--- src/rtl/project_select_pkg.sv ---
// Shared types, register map and STATUS layout for the project select controller.
package project_select_pkg;

  localparam int unsigned DATA_W     = 32;
  localparam int unsigned IDX_W      = 8;
  localparam int unsigned CTRL_W     = 9;
  localparam int unsigned SW_COUNT_W = 16;
  localparam int unsigned NUM_W      = 9;

  typedef enum logic [1:0] {
    ST_IDLE  = 2'd0,
    ST_GAP   = 2'd1,
    ST_RESET = 2'd2,
    ST_RUN   = 2'd3
  } state_e;

  // Register offsets, selected by adr[3:2]
  localparam logic [1:0] REG_CTRL     = 2'd0;
  localparam logic [1:0] REG_STATUS   = 2'd1;
  localparam logic [1:0] REG_SW_COUNT = 2'd2;
  localparam logic [1:0] REG_ID       = 2'd3;

  localparam int unsigned CTRL_EN_BIT      = 8;
  localparam int unsigned STATUS_VALID_BIT = 8;
  localparam int unsigned STATUS_BUSY_BIT  = 9;
  localparam int unsigned STATUS_ERR_BIT   = 10;

  // Register write handed from the bus slave to the controller
  typedef struct packed {
    logic [1:0]        off;
    logic [DATA_W-1:0] data;
  } reg_wr_t;

  // Assemble the STATUS read word
  function automatic logic [DATA_W-1:0] pack_status(input logic [IDX_W-1:0] cur_idx,
                                                    input logic valid,
                                                    input logic busy,
                                                    input logic err);
    logic [DATA_W-1:0] s;
    s                   = '0;
    s[IDX_W-1:0]        = cur_idx;
    s[STATUS_VALID_BIT] = valid;
    s[STATUS_BUSY_BIT]  = busy;
    s[STATUS_ERR_BIT]   = err;
    return s;
  endfunction

endpackage

--- src/rtl/project_select_ctrl_wb_reg_slave.sv ---
// Wishbone slave: address decode, registered ack with one idle cycle, read mux.
module wb_reg_slave
  import project_select_pkg::*;
#(
  parameter logic [31:0] BASE_ADDR = 32'h3000_0000
) (
  input  logic              clk,
  input  logic              rst_n,
  input  logic              stb,
  input  logic              cyc,
  input  logic              we,
  input  logic [31:0]       adr,
  input  logic [DATA_W-1:0] wdata,
  input  logic [DATA_W-1:0] rd_ctrl,
  input  logic [DATA_W-1:0] rd_status,
  input  logic [DATA_W-1:0] rd_count,
  input  logic [DATA_W-1:0] rd_id,
  output logic              ack,
  output logic [DATA_W-1:0] rdata,
  output logic              wr_valid,
  output reg_wr_t           wr
);

  logic              hit_c;
  logic              accept_c;
  logic [DATA_W-1:0] rd_mux_c;
  logic              unused_adr;

  assign hit_c      = stb & cyc & (adr[31:8] == BASE_ADDR[31:8]);
  assign accept_c   = hit_c & ~ack;
  assign unused_adr = ^{adr[7:4], adr[1:0]};

  // Read data selection by word offset
  always_comb begin
    rd_mux_c = '0;
    unique case (adr[3:2])
      REG_CTRL:     rd_mux_c = rd_ctrl;
      REG_STATUS:   rd_mux_c = rd_status;
      REG_SW_COUNT: rd_mux_c = rd_count;
      REG_ID:       rd_mux_c = rd_id;
      default:      rd_mux_c = '0;
    endcase
  end

  // Ack, read data and write strobe registered together; data is zero when not acking
  always_ff @(posedge clk or negedge rst_n) begin
    if (!rst_n) begin
      ack      <= 1'b0;
      rdata    <= '0;
      wr_valid <= 1'b0;
      wr       <= '0;
    end else begin
      ack      <= accept_c;
      wr_valid <= accept_c & we;
      rdata    <= (accept_c & ~we) ? rd_mux_c : '0;
      if (accept_c) begin
        wr.off  <= adr[3:2];
        wr.data <= wdata;
      end
    end
  end

endmodule

--- src/rtl/project_select_ctrl.sv ---
// Register-driven one-hot project select with gap / held-reset / release sequencing.
module project_select_ctrl
  import project_select_pkg::*;
#(
  parameter int unsigned NUM_PROJECTS = 16,
  parameter logic [31:0] BASE_ADDR    = 32'h3000_0000,
  parameter int unsigned GAP_CYCLES   = 4,
  parameter int unsigned RST_CYCLES   = 8
) (
  input  logic                    wb_clk_i,
  input  logic                    wb_rst_n_i,
  input  logic                    wbs_stb_i,
  input  logic                    wbs_cyc_i,
  input  logic                    wbs_we_i,
  input  logic [3:0]              wbs_sel_i,
  input  logic [31:0]             wbs_adr_i,
  input  logic [31:0]             wbs_dat_i,
  output logic                    wbs_ack_o,
  output logic [31:0]             wbs_dat_o,
  output logic [NUM_PROJECTS-1:0] active_o,
  output logic                    proj_rst_o,
  output logic                    irq_o
);

  localparam int unsigned CNT_MAX = (GAP_CYCLES > RST_CYCLES) ? GAP_CYCLES : RST_CYCLES;
  localparam int unsigned CNT_W   = $clog2(CNT_MAX + 1);

  state_e                  state_q, state_d;
  logic [CNT_W-1:0]        cnt_q, cnt_d;
  logic [NUM_PROJECTS-1:0] active_q, active_d;
  logic                    prst_q, prst_d;
  logic                    irq_q, irq_d;
  logic [IDX_W-1:0]        cur_idx_q, cur_idx_d;
  logic                    valid_q, valid_d;
  logic                    err_q, err_d;
  logic [SW_COUNT_W-1:0]   sw_count_q, sw_count_d;
  logic [IDX_W-1:0]        tgt_idx_q, tgt_idx_d;
  logic                    tgt_en_q, tgt_en_d;
  logic [CTRL_W-1:0]       ctrl_q, ctrl_d;

  logic                    wr_valid;
  reg_wr_t                 wr;
  logic                    ctrl_wr_c;
  logic                    err_clr_c;
  logic                    err_set_c;
  logic                    busy_c;
  logic                    tgt_ok_c;
  logic                    unused_bits;

  assign ctrl_wr_c   = wr_valid & (wr.off == REG_CTRL);
  assign err_clr_c   = wr_valid & (wr.off == REG_STATUS) & wr.data[STATUS_ERR_BIT];
  assign busy_c      = (state_q == ST_GAP) | (state_q == ST_RESET);
  assign tgt_ok_c    = NUM_W'(tgt_idx_q) < NUM_W'(NUM_PROJECTS);
  assign unused_bits = ^{wbs_sel_i, wr.data[31:11], wr.data[9]};

  wb_reg_slave #(
    .BASE_ADDR (BASE_ADDR)
  ) u_wb_reg_slave (
    .clk       (wb_clk_i),
    .rst_n     (wb_rst_n_i),
    .stb       (wbs_stb_i),
    .cyc       (wbs_cyc_i),
    .we        (wbs_we_i),
    .adr       (wbs_adr_i),
    .wdata     (wbs_dat_i),
    .rd_ctrl   (DATA_W'(ctrl_q)),
    .rd_status (pack_status(cur_idx_q, valid_q, busy_c, err_q)),
    .rd_count  (DATA_W'(sw_count_q)),
    .rd_id     (DATA_W'(NUM_W'(NUM_PROJECTS))),
    .ack       (wbs_ack_o),
    .rdata     (wbs_dat_o),
    .wr_valid  (wr_valid),
    .wr        (wr)
  );

  // State, counters and registered outputs
  always_ff @(posedge wb_clk_i or negedge wb_rst_n_i) begin
    if (!wb_rst_n_i) begin
      state_q    <= ST_IDLE;
      cnt_q      <= '0;
      active_q   <= '0;
      prst_q     <= 1'b1;
      irq_q      <= 1'b0;
      cur_idx_q  <= '0;
      valid_q    <= 1'b0;
      err_q      <= 1'b0;
      sw_count_q <= '0;
      tgt_idx_q  <= '0;
      tgt_en_q   <= 1'b0;
      ctrl_q     <= '0;
    end else begin
      state_q    <= state_d;
      cnt_q      <= cnt_d;
      active_q   <= active_d;
      prst_q     <= prst_d;
      irq_q      <= irq_d;
      cur_idx_q  <= cur_idx_d;
      valid_q    <= valid_d;
      err_q      <= err_d;
      sw_count_q <= sw_count_d;
      tgt_idx_q  <= tgt_idx_d;
      tgt_en_q   <= tgt_en_d;
      ctrl_q     <= ctrl_d;
    end
  end

  // Switch sequencing: all-off gap, enable under held reset, then release
  always_comb begin
    state_d    = state_q;
    cnt_d      = cnt_q;
    active_d   = active_q;
    prst_d     = prst_q;
    irq_d      = 1'b0;
    cur_idx_d  = cur_idx_q;
    valid_d    = valid_q;
    sw_count_d = sw_count_q;
    tgt_idx_d  = tgt_idx_q;
    tgt_en_d   = tgt_en_q;
    ctrl_d     = ctrl_q;
    err_set_c  = 1'b0;

    if (ctrl_wr_c) ctrl_d = wr.data[CTRL_W-1:0];

    unique case (state_q)
      ST_IDLE, ST_RUN: begin
        if (ctrl_wr_c) begin
          state_d   = ST_GAP;
          cnt_d     = CNT_W'(GAP_CYCLES - 1);
          active_d  = '0;
          prst_d    = 1'b1;
          valid_d   = 1'b0;
          tgt_idx_d = wr.data[IDX_W-1:0];
          tgt_en_d  = wr.data[CTRL_EN_BIT];
        end
      end
      ST_GAP: begin
        if (ctrl_wr_c) err_set_c = 1'b1;
        if (cnt_q == '0) begin
          if (!tgt_en_q) begin
            state_d = ST_IDLE;
          end else if (!tgt_ok_c) begin
            state_d   = ST_IDLE;
            err_set_c = 1'b1;
          end else begin
            state_d   = ST_RESET;
            active_d  = NUM_PROJECTS'(1) << tgt_idx_q;
            cur_idx_d = tgt_idx_q;
            cnt_d     = CNT_W'(RST_CYCLES - 1);
          end
        end else begin
          cnt_d = cnt_q - CNT_W'(1);
        end
      end
      ST_RESET: begin
        if (ctrl_wr_c) err_set_c = 1'b1;
        if (cnt_q == '0) begin
          state_d = ST_RUN;
          prst_d  = 1'b0;
          valid_d = 1'b1;
          irq_d   = 1'b1;
          if (sw_count_q != '1) sw_count_d = sw_count_q + SW_COUNT_W'(1);
        end else begin
          cnt_d = cnt_q - CNT_W'(1);
        end
      end
      default: state_d = ST_IDLE;
    endcase

    // A set event in the same cycle as a clear wins
    err_d = err_q;
    if (err_clr_c) err_d = 1'b0;
    if (err_set_c) err_d = 1'b1;
  end

  assign active_o   = active_q;
  assign proj_rst_o = prst_q;
  assign irq_o      = irq_q;

endmodule

--- config.mk ---
export PLATFORM = sky130hd
export DESIGN_NAME = project_select_ctrl
export DESIGN_NICKNAME = d
export VERILOG_FILES = /design/src/rtl/project_select_pkg.sv /design/src/rtl/project_select_ctrl_wb_reg_slave.sv /design/src/rtl/project_select_ctrl.sv
export SDC_FILE = /design/constraint.sdc
export NUM_CORES = 1
export LEC_CHECK = 0
export BUFFER_PORTS_ARGS = -buffer_cell sky130_fd_sc_hd__buf_2
export CAP_MARGIN = 40
export CORE_ASPECT_RATIO = 1.5
export CORE_MARGIN = 2
export CORE_UTILIZATION = 50
export CTS_CLUSTER_SIZE = 12
export DETAILED_ROUTE_END_ITERATION = 7
export HOLD_SLACK_MARGIN = 0.05
export PLACE_DENSITY = 0.79
export SETUP_SLACK_MARGIN = 0.4
export SLEW_MARGIN = 5
export SYNTH_ARGS = -nofsm -noshare
export SYNTH_HDL_FRONTEND = slang
export SYNTH_SLANG_ARGS = --single-unit
--- constraint.sdc ---
create_clock -name wb_clk_i -period 3.8 [get_ports wb_clk_i]
set_input_delay 0.57 -clock wb_clk_i [delete_from_list [all_inputs] [get_ports wb_clk_i]]
set_output_delay 0.57 -clock wb_clk_i [all_outputs]
set_load 0.05 [all_outputs]
* Yosys cells after proc, flatten, opt, wreduce, memory -nomap -nowiden *
Index checks and enable logic that the tools add are counted.

word-level totals
  ROM bits = 0
  memory bits (writable) = 0
  latch bits = 0
  register bits after elaboration = 115
  memories kept = 0
  output and inout port bits = 51
  word-level logic and storage cells = 98
  bits of input ports = 73

cells by class
  eq/ne operators = 17
  muxes and demuxes = 34
  divide/modulo/power cells = 0
  $add $sub $neg = 2
  bitwise gates (word level) = 11
  reduce and logical (&&, ||, !) cells = 15
  $mul = 0
  $lt $le $gt $ge = 1
  shift-type cells = 1

operators by type and width
  cell                                                                     count
  32-bit one-hot mux with 4 select lines                                   1
  16-bit 2-to-1 mux                                                        4
  32-bit 2-to-1 mux                                                        1
  16-bit one-hot mux with 2 select lines                                   1
  24-bit by 22-bit equality test with 1-bit output, second input constant  1
  4-bit 2-to-1 mux                                                         5
  16-bit by 1-bit adder with 16-bit output, second input constant          1
  16-bit inequality test, second input constant                            1
  1-bit by 8-bit left shift with 16-bit output, first input constant       1
  1-bit 2-to-1 mux                                                         12
  4-bit one-hot mux with 3 select lines                                    1
  2-bit 2-to-1 mux                                                         5
  3-bit AND reduction                                                      3
  1-bit AND                                                                8
  2-bit equality test, second input constant                               4
  8-bit by 5-bit < comparator with 1-bit output, second input constant     1
  2-bit inequality test, second input constant                             4
  4-bit AND reduction                                                      2
  2-bit by 1-bit equality test with 1-bit output, second input constant    3
  2-bit zero test                                                          3
  3-bit inequality test, second input constant                             2
  1-bit one-hot mux with 2 select lines                                    3
  2-bit one-hot mux with 3 select lines                                    1
  2-bit nonzero test                                                       3
  other kinds (8)                                                          10

* Logic depth before layout (Yosys ltp) *
Gate-level depths: netlist of run 1.

  depth in word-level cells = 8
  depth in mapped cells = 8
  gate-level depth less buffers = 7

* Cells and area by module *
A second synthesis of run 1 with hierarchy kept.

second synthesis, totals
  cell total of the unflattened synthesis = 456
  area, all modules = 6536.3 µm²

by module, submodules not included
  module               times used  area an instance (µm²)  cells each  sequential area each (µm²)
  wb_reg_slave         1           3343.2                  193         1701.6
  project_select_ctrl  1           3193.1                  263         1702.9

* Least setup slack after synthesis of run 1 *
Ideal clock, no wire load.

  kind = input-to-reg
  from = in wbs_adr_i[23]
  to = reg, netlist name u_wb_reg_slave.wr[0]
  data required time = 3.675 ns
  buffers on the path = 1
  data arrival time = 1.836 ns
  stages on the path = 5
  setup slack = 1.839 ns
  path through = nor4_1 -> nand2_1 -> nor4_1 -> buf_2 -> mux2_2

on the way
  cells in the longest elaborated chain, start to end = 3

ends and longest elaborated chain
  element                                           RTL line                                RTL
  from (decl)                                       project_select_ctrl.sv:16               input logic [31:0] wbs_adr_i,
  24-bit by 22-bit equality test with 1-bit output  project_select_ctrl_wb_reg_slave.sv:29  assign hit_c = stb & cyc & (adr[31:8] == BASE_ADDR[31:8]);
  1-bit AND                                         project_select_ctrl_wb_reg_slave.sv:29
  1-bit AND                                         project_select_ctrl_wb_reg_slave.sv:30  assign accept_c = hit_c & ~ack;

Every way passes these cells.
A chain may end at the register's enable or synchronous reset.

* Worst setup path in the final report of run 1 *
  from = reg state_q[0]
  to = reg active_q[10], in the netlist active_o[10]

on the way
  cells in the longest elaborated chain, start to end = 4
  elaborated cells between the ends (all ways) = 11

ends and longest elaborated chain
  element                                                                              RTL line                    RTL
  from (decl)                                                                          project_select_ctrl.sv:28   state_e state_q, state_d;
  from (signal assigned)                                                               project_select_ctrl.sv:92   state_q <= state_d;
  2-bit equality test / 2-bit zero test (equally long branches)                        project_select_ctrl.sv:124  unique case (state_q)
  2-bit OR reduction                                                                   project_select_ctrl.sv:124
  2-bit inequality test (no source line) / 2-bit nonzero test (equally long branches)  --
  5-bit AND reduction (no source line)                                                 --
  to (signal assigned)                                                                 project_select_ctrl.sv:94   active_q <= active_d;
  to (decl)                                                                            project_select_ctrl.sv:30   logic [NUM_PROJECTS-1:0] active_q, active_d;

Parallel ways exist; a longest one is shown, timed or not.

==> qor.yml, run 1 <==
sta:
  period_minus_slack_ns: 2.70
  fin_crit_sh: 0.711
  clock.fmax_mhz: 370
  finalClockSkew_ns: 0.00579
  setup_viol: 0
  max-slew-margin-rel: 0.378
  setup-tns-final_ns: 0
  hold_viol: 0
  holdWs_ns: 0.262
  rsz0062_at_grt: "false"
  finalMaxSlewViolations: 0
  tightest_slew_ns: 0.919
worst_setup_path:
  path_class: "register to register"
  worstSetupStartpointType: "register"
  reg2reg_to: "active_o[10]"
  crit_arrival_ns: 2.89
  rr_startpoint: "state_q[0]"
  crit_chain: "inv_1 -> ha_1 -> and3b_1 -> a22oi_1 -> buf_4 -> or2_0 -> o21ai_0"
  slowest_stage: "or2_0"
  cp.buffers_inverters: 2
  required_ns: 3.99
  critPathMaxStageDelay_ns: 0.67
  cp-end-kind: "register"
  ff2ff_setup_slack_ns: 1.10
  crit_fanout: 17
  crit_family: "simple AND/OR/NAND/NOR gates"
  reg2reg_depth: 7
power_and_ir_drop:
  p_per_area_nw_per_um2: 444
  power_leakage_nw: 2.68
  max-vdd-ir-drop_mv: 0.271
routing:
  wl_met2_um: 5320
  viasPerCell: 5.54
  vias: 3388
  wirelength_met1_um: 3890
  top_layer: "met4"
  route.detailed.drc: 0
  drt-total-wl_um: 9880
  wire_per_inst_um: 16.1
  wl_met3_um: 319
  firstDrtPassIters: 4
  drtAntennaViolNets: 0
  drt_iter0_markers: 187
grt:
  gr-total-overflow: 0
  grt_pass1_vias: 3429
  grt_use_total: 0.214
  antenna_found_initial: 0
  grt_max_degree: 58
  grt_pass1_wl_um: 16100
synth:
  ys_seq_area_frac: 0.545
  syn_area_per_cell_um2: 10.7
  ys.flop_type: "dfrtp_1"
  synth_warnings: 0
  synth_cell_types: 52
  ys_ff_latch: 98
  syn-cell-area_um2: 4500
  synthArstFlopShare: 1.00
  syn_inst: 422
  synth_edf_count: 0
clock_tree:
  clk_latency_ns: 0.35
  cts_buffer_depth: 2
  ctsResizeCount: 0
  clock-sinks: 98
  cts_tree: "done"
  cts_setup_buffers: 0
  path_clk_slew_ns: 0.06
  htree_levels: 3
  cts_hold_buf: 0
  cts_root_buf: "clkbuf_16"
  cts_buffers: 9
floorplanning:
  start_util: 0.513
  fp.dieW_um: 81.5
  fp.coreArea_um2: 8780
  die-area_um2: 9800
  ios: 124
  rows: 42
  die_h_um: 120
layout:
  final_nets: 576
  area_delta_synth_final_pct: 16.9
  fillers: 730
  fin_util: 0.600
  layout.cells.non_filler: 612
  drive_gt1_frac: 0.259
  antenna_cells: 0
worst_hold_path:
  min_path_type: "input pin to asynchronous set/reset pin"
placed_design:
  dp.cells: 597
  gp_congestion: 0.807
  port-buffer-count: 75
  hpwl_um: 7190
status:
  status: "finished clean"
flow_run:
  cap_violations: 0
flip-flops by register name, indices dropped and copies added (netlist names):
signal	flops
sw_count_q	16
u_wb_reg_slave.wr	12
u_wb_reg_slave.wr_valid	1
ctrl_q	9
valid_q	1
irq_o	1
u_wb_reg_slave.ack	1
tgt_en_q	1
tgt_idx_q	8
cur_idx_q	8
state_q	2
proj_rst_o	1
u_wb_reg_slave.rdata	16
err_q	1
cnt_q	4
active_o	16
area by class of cell:
type	instances	area (µm²)	share of cell area
clock buffer	11	253	0.0480
clock inverter	4	73.8	0.0140
inverter	11	41.3	0.00784
multi-input combinational	297	1880	0.358
sequential	98	2450	0.466
tap	110	138	0.0261
timing repair buffer	81	423	0.0803
cells in the mapped netlist, types with 2 or more instances:
| library cell | number | area share |
|---|---|---|
| a21oi_1 | 14 | 0.016 |
| a22oi_1 | 4 | 0.0067 |
| a31oi_1 | 3 | 0.0042 |
| and3_1 | 8 | 0.011 |
| and3b_1 | 4 | 0.0078 |
| buf_2 | 4 | 0.0044 |
| buf_4 | 16 | 0.027 |
| clkbuf_1 | 9 | 0.0075 |
| dfrtp_1 | 97 | 0.54 |
| ha_1 | 5 | 0.014 |
| inv_1 | 11 | 0.0092 |
| mux2_2 | 28 | 0.070 |
| mux2i_1 | 10 | 0.022 |
| nand2_1 | 54 | 0.045 |
| nand2b_1 | 2 | 0.0028 |
| nand3_1 | 4 | 0.0044 |
| nand4_1 | 8 | 0.011 |
| nor2_1 | 18 | 0.015 |
| nor2b_1 | 7 | 0.0097 |
| nor3_1 | 9 | 0.010 |
| nor3b_1 | 13 | 0.022 |
| nor4_1 | 9 | 0.012 |
| nor4b_1 | 2 | 0.0039 |
| o21ai_0 | 37 | 0.041 |
| o21ai_1 | 9 | 0.010 |
| o31ai_1 | 3 | 0.0050 |
| xnor2_1 | 4 | 0.0078 |
| xor2_1 | 6 | 0.012 |
cell families after synthesis:
group | count (synthesis) | share of synthesized area
simple gates | 151 | 0.182
flops | 98 | 0.545
compound gates | 77 | 0.0956
buf+inv | 42 | 0.0511
mux | 38 | 0.0922
xor+xnor | 10 | 0.0194
fa+ha+maj | 5 | 0.0139
other cells | 1 | 0.000833
cells in the final DEF (no fill, tap or decap), types with 2 or more instances in the layout:
cell type / instances
a22oi_1: 4
and3b_1: 4
nor3b_1: 13
xor2_1: 6
dfrtp_1: 97
nor3_1: 9
mux2_2: 28
nor2_1: 18
buf_4: 7
nand3_1: 4
nor4b_1: 2
nand2b_1: 2
mux2i_1: 10
a31oi_1: 3
clkbuf_16: 9
xnor2_1: 4
nor2b_1: 7
conb_1: 16
a21oi_1: 14
bufinv_16: 2
ha_1: 5
clkbuf_8: 2
buf_2: 74
o21ai_0: 37
inv_1: 11
o31ai_1: 3
o21ai_1: 9
nand4_1: 8
and3_1: 8
nand2_1: 54
nor4_1: 8
layer usage:
metal  track usage  vias to the layer above
met5             0                        -
met4         0.108                        0
met3        0.0358                       23
met2         0.359                       90
met1         0.260                     1667
li1              -                     1608
per-stage QoR:
stage	area [µm²]	total power, mW	setup slack, ns
after floorplan	4560	1.29	1.84
after global placement	4940	1.36	1.30
after detailed placement	4940	1.37	1.19
after CTS	5270	2.35	1.17
after global routing	5270	2.43	0.933
final	5270	2.34	1.10
power breakdown:
part	switching, mW	internal (mW)	leakage [nW]	total [mW]
Combinational	0.193	0.0816	1.15	0.275
Sequential	0.0142	1.06	1.37	1.08
Clock	0.380	0.610	0.162	0.990
Total	0.587	1.75	2.68	2.34
worst max-delay path by stage:
stage | start | to | slack [ns] | cells after the start
floorplan | wbs_adr_i[23] | u_wb_reg_slave.wr[0] | 1.84 | 5
global placement | state_q[0] | active_o[0] | 1.30 | 7
detailed placement | state_q[0] | active_o[11] | 1.19 | 7
CTS | state_q[0] | active_o[11] | 1.17 | 7
global route | state_q[0] | active_o[0] | 0.93 | 7
finish | state_q[0] | active_o[10] | 1.10 | 7
(Power assumes the default switching activity.)
==> run 2, diff against run 1 <==
Clock period 3.8 ns to 2.55 ns, I/O delays scaled along.
==> run 2 against run 1 <==
  * Critical endpoint is now cnt_q[0]
  * Die area unchanged
  * Largest cell class unchanged
  * Highest routed layer unchanged
  * Combinational power up 53%
  * Clock power up 66%
==> qor.yml, run 2 (synthesis gave the netlist of run 1 again) <==
status:
  status: "finished clean"
worst_setup_path:
  crit_chain: "inv_1 -> ha_1 -> or3b_1 -> a311oi_1 -> nor2_1 -> o22a_1"
  crit_arrival_ns: 2.38
  cp-end-kind: "register"
  required_ns: 2.78
  reg2reg_to: "cnt_q[0]"
  ff2ff_setup_slack_ns: 0.40
  slowest_stage: "or3b_1"
  path_class: "register to register"
  crit_fanout: 6
  rr_startpoint: "cnt_q[0]"
  reg2reg_depth: 6
  worstSetupStartpointType: "register"
  critPathMaxStageDelay_ns: 0.50
power_and_ir_drop:
  power_switching_uw: 894
  switching_share: 0.244
  pwr-share-comb: 0.115
  p_per_area_nw_per_um2: 682
  intPower_mw: 2.77
  max-vdd-ir-drop_mv: 0.678
  p_seq_frac: 0.438
  power.clock.fraction: 0.447
  power_leakage_nw: 2.70
  total_power_mw: 3.66
sta:
  finalMaxSlewViolations: 0
  finalClockSkew_ns: 0.00649
  holdWs_ns: 0.270
  hold_viol: 0
  clock.fmax_mhz: 464
  fin_crit_sh: 0.844
  tightest_slew_ns: 0.647
  setup-tns-final_ns: 0
  rsz0062_at_grt: "true"
  setup_viol: 0
  max-slew-margin-rel: 0.568
  period_minus_slack_ns: 2.15
  fin_ws_ns: 0.397
routing:
  firstDrtPassIters: 4
  drt-total-wl_um: 9840
  wire_per_inst_um: 16.0
  viasPerCell: 5.49
  route.detailed.drc: 0
  drt_iter0_markers: 262
  drtAntennaViolNets: 0
  vias: 3381
grt:
  grt_max_degree: 59
  antenna_found_initial: 0
  grt_use_total: 0.218
  grt_pass1_vias: 3483
  gr-total-overflow: 0
  grt_pass1_wl_um: 16600
layout:
  fin_area_um2: 5370
  area_delta_synth_final_pct: 19.2
  antenna_cells: 0
  final_cell_mix: "dfrtp_1 (97), buf_2 (74), nand2_1 (54)"
  final_common_cell: "dfrtp_1"
  fin_util: 0.612
  layout.cells.non_filler: 616
  final_nets: 579
  drive_gt1_frac: 0.273
flow_run:
  cap_violations: 0
clock_tree:
  htree_levels: 3
  cts_buffers: 9
  clock-sinks: 98
  cts_root_buf: "clkbuf_16"
  cts_tree: "done"
  path_clk_slew_ns: 0.07
  clk_latency_ns: 0.34
  cts_buffer_depth: 2
placed_design:
  hpwl_um: 7140
  place_area_um2: 4970
  port-buffer-count: 75
  preCtsSetupSlack_ns: 0.443
  dp.cells: 599
  gp_congestion: 0.804
floorplanning:
  fp.coreArea_um2: 8780
  die_h_um: 120
  ios: 124
  rows: 42
  start_util: 0.513
  fp.dieW_um: 81.5
  die-area_um2: 9800
worst_hold_path:
  min_path_type: "input pin to register"
  holdPathStages: 2
  min_to: "u_wb_reg_slave.wr[2]"
  hold_start: "wbs_dat_i[2]"
[run 2: cell type report]
class,instances,area [µm²]
flip-flops and latches,98,2450
fillers,703,3410
clock inverters,7,141
inverters,11,41.3
multi-input cells,297,1910
clock buffers,9,225
well taps,110,138
repair buffers,84,460
[run 2: power groups by stage]
| stage | combinational, mW | clock (mW) | sequential, mW |
|---|---|---|---|
| 2_1_floorplan | 0.280 | 0 | 1.64 |
| 3_5_place_dp | 0.407 | 0 | 1.63 |
| 5_1_grt | 0.461 | 1.72 | 1.60 |
| 6_report | 0.421 | 1.64 | 1.60 |
| 3_3_place_gp | 0.397 | 0 | 1.63 |
| 4_1_cts | 0.411 | 1.66 | 1.60 |
[run 2: worst max-delay path by stage]
stage,startpoint,endpoint,slack [ns],cells past startpoint
global route,cnt_q[0],cnt_q[0],0.34,6
floorplan,cnt_q[0],cur_idx_q[0],0.68,6
detailed placement,state_q[0],sw_count_q[10],0.44,6
finish,cnt_q[0],cnt_q[0],0.40,6
global placement,state_q[0],sw_count_q[10],0.49,6
CTS,state_q[0],active_o[0],0.41,7
[run 2: what timing repair did]
action | CTS | global route
hold buffers | 1 | 0
buffers inserted | 0 | 0
gates resized for setup | 0 | 6
hold endpoints to repair | 40 | 0
setup endpoints to repair | 0 | 26
[run 2: critical path: cells and delay by family, from the launching register on]
family / cells / cell delay (ns)
compound gates: 2 / 0.69
flops: 1 / 0.42
simple gates: 2 / 0.64
fa+ha+maj: 1 / 0.23
buf+inv: 1 / 0.07
[run 2: layer usage]
layer / track usage / routed length, µm / up-vias
met5: 0 / 0 / -
met4: 0.101 / 275 / 0
met3: 0.0291 / 225 / 21
met2: 0.373 / 5500 / 73
met1: 0.267 / 3840 / 1671
li1: - / - / 1616
==> run 3, diff against run 2 <==
Clock period 2.55 ns to 2 ns, I/O delays scaled along.
==> run 3 against run 2 <==
  * First-iteration DRC count fell by 37%
  * Design area rose by 14%
  * Register-to-register slack lost 0.20 ns
  * Power rose by 27%
  * Combinational power increased by 98%
  * Global-route usage up 0.56 points
==> qor.yml, run 3 (synthesis gave the netlist of run 1 again) <==
power_and_ir_drop:
  p_seq_frac: 0.440
  power_switching_mw: 1.24
  p_per_area_nw_per_um2: 755
  switching_share: 0.267
  intPower_mw: 3.40
  pwr-share-comb: 0.180
  power_leakage_nw: 3.09
  power.clock.fraction: 0.381
  max-vdd-ir-drop_mv: 0.471
flow_run:
  cap_violations: 0
worst_hold_path:
  min_path_type: "input pin to register"
  holdPathStages: 2
placed_design:
  hpwl_um: 7130
  dp.cells: 613
  place_area_um2: 5210
  gp_congestion: 0.886
  port-buffer-count: 75
floorplanning:
  die_h_um: 120
  fp.coreArea_um2: 8780
  ios: 124
  rows: 42
  fp.dieW_um: 81.5
  start_util: 0.513
  die-area_um2: 9800
clock_tree:
  clock-sinks: 98
  htree_levels: 3
  cts_tree: "done"
  cts_buffer_depth: 2
  path_clk_slew_ns: 0.07
  cts_root_buf: "clkbuf_16"
  clk_latency_ns: 0.34
  cts_buffers: 9
sta:
  hold_viol: 0
  setup_viol: 0
  rsz0062_at_grt: "true"
  finalClockSkew_ns: 0.00527
  max-slew-margin-rel: 0.653
  fin_crit_sh: 0.902
  tightest_slew_ns: 0.520
  setup-tns-final_ns: 0
  period_minus_slack_ns: 1.80
  clock.fmax_mhz: 555
  finalMaxSlewViolations: 0
worst_setup_path:
  reg2reg_depth: 6
  crit_arrival_ns: 2.03
  rr_startpoint: "cnt_q[1]"
  path_class: "register to register"
  ff2ff_setup_slack_ns: 0.20
  endpoint: "cnt_q[3]"
  reg2reg_to: "cnt_q[3]"
  worstSetupStartpointType: "register"
  crit_fanout: 4
  worstSetupStartpoint: "cnt_q[1]"
  cp-end-kind: "register"
  required_ns: 2.23
layout:
  antenna_cells: 0
  fillers: 577
  final_common_cell: "dfrtp_1"
  layout.cells.non_filler: 659
  drive_gt1_frac: 0.439
  fin_area_um2: 6140
  final_nets: 622
  area_delta_synth_final_pct: 36.4
  final_cell_mix: "dfrtp_1 (95), buf_2 (75), nand2_1 (52)"
  fin_util: 0.700
routing:
  wire_per_inst_um: 17.2
  drt_iter0_markers: 166
  vias: 3620
  drtAntennaViolNets: 0
  route.detailed.drc: 0
  firstDrtPassIters: 4
  viasPerCell: 5.49
  drt-total-wl_um: 11300
grt:
  gr-total-overflow: 0
  antenna_found_initial: 0
  grt_pass1_wl_um: 16500
  grt_pass1_vias: 3397
  grt_use_total: 0.223
  grt_max_degree: 99
status:
  status: "finished clean"
## run 3: cell types whose count changed in the layout (fill, tap and decap cells not counted), sizes merged
cell      change
buf          +42
clkbuf        +4
bufinv        -3
clkinv        -1
clkinvlp      +1
## run 3: metal layers
metal	global-route usage	vias to the layer above	routed length (µm)
met5	0	-	0
met4	0.0869	0	348
met3	0.0485	24	445
met2	0.388	93	6180
met1	0.264	1798	4330
li1	-	1705	-
## run 3: worst max-delay path, cell delays in order (launching register included)
cell	delay, ns
dfrtp_1	0.41
inv_2	0.09
ha_4	0.15
or3b_4	0.43
a311oi_4	0.30
nor4_1	0.08
a211o_1	0.23
## run 3: through the flow
stage                     setup WS [ns]  power (mW)  hold slack (ns)
after floorplan                   0.207        2.51          0.00441
after global placement           0.0968        2.66            0.387
after detailed placement         0.0669        2.67            0.396
after CTS                         0.185        4.54            0.177
after global routing              0.101        4.80            0.179
final                             0.197        4.64            0.184
## run 3: worst min path at each step
stage / slack, ns / from / end
after detailed placement: 0.40 / wb_rst_n_i / active_o[8]
after floorplan: 0.004 / wb_rst_n_i / active_o[0]
after global placement: 0.39 / wb_rst_n_i / active_o[11]
after CTS: 0.18 / wbs_dat_i[2] / u_wb_reg_slave.wr[2]
final: 0.18 / wbs_dat_i[2] / u_wb_reg_slave.wr[2]
after global routing: 0.18 / wbs_dat_i[1] / u_wb_reg_slave.wr[1]
## run 3: layout make-up
cell class / instances / area (µm²) / share of cell area
flip-flops and latches: 98 / 2460 / 0.400
multi-input cells: 297 / 2340 / 0.381
repair buffers: 127 / 863 / 0.141
clock buffers: 12 / 256 / 0.0417
well taps: 110 / 138 / 0.0224
clock inverters: 4 / 50.0 / 0.00814
inverters: 11 / 41.3 / 0.00672
## run 3: power by group through the flow
stage	clock, mW	combinational [mW]	sequential [mW]
6_report	1.77	0.834	2.04
5_1_grt	1.87	0.891	2.04
4_1_cts	1.78	0.724	2.04
3_5_place_dp	0	0.602	2.07
3_3_place_gp	0	0.589	2.07
2_1_floorplan	0	0.411	2.10
## run 3: repair_timing
action | 4_1_cts | 5_1_grt
endpoints found under the setup margin | 67 | 74
hold buffers | 1 | 0
gates cloned | 1 | 1
setup buffers | 12 | 15
endpoints found under the hold margin | 74 | 0
pin swaps | 19 | 15
gates resized for setup | 49 | 58
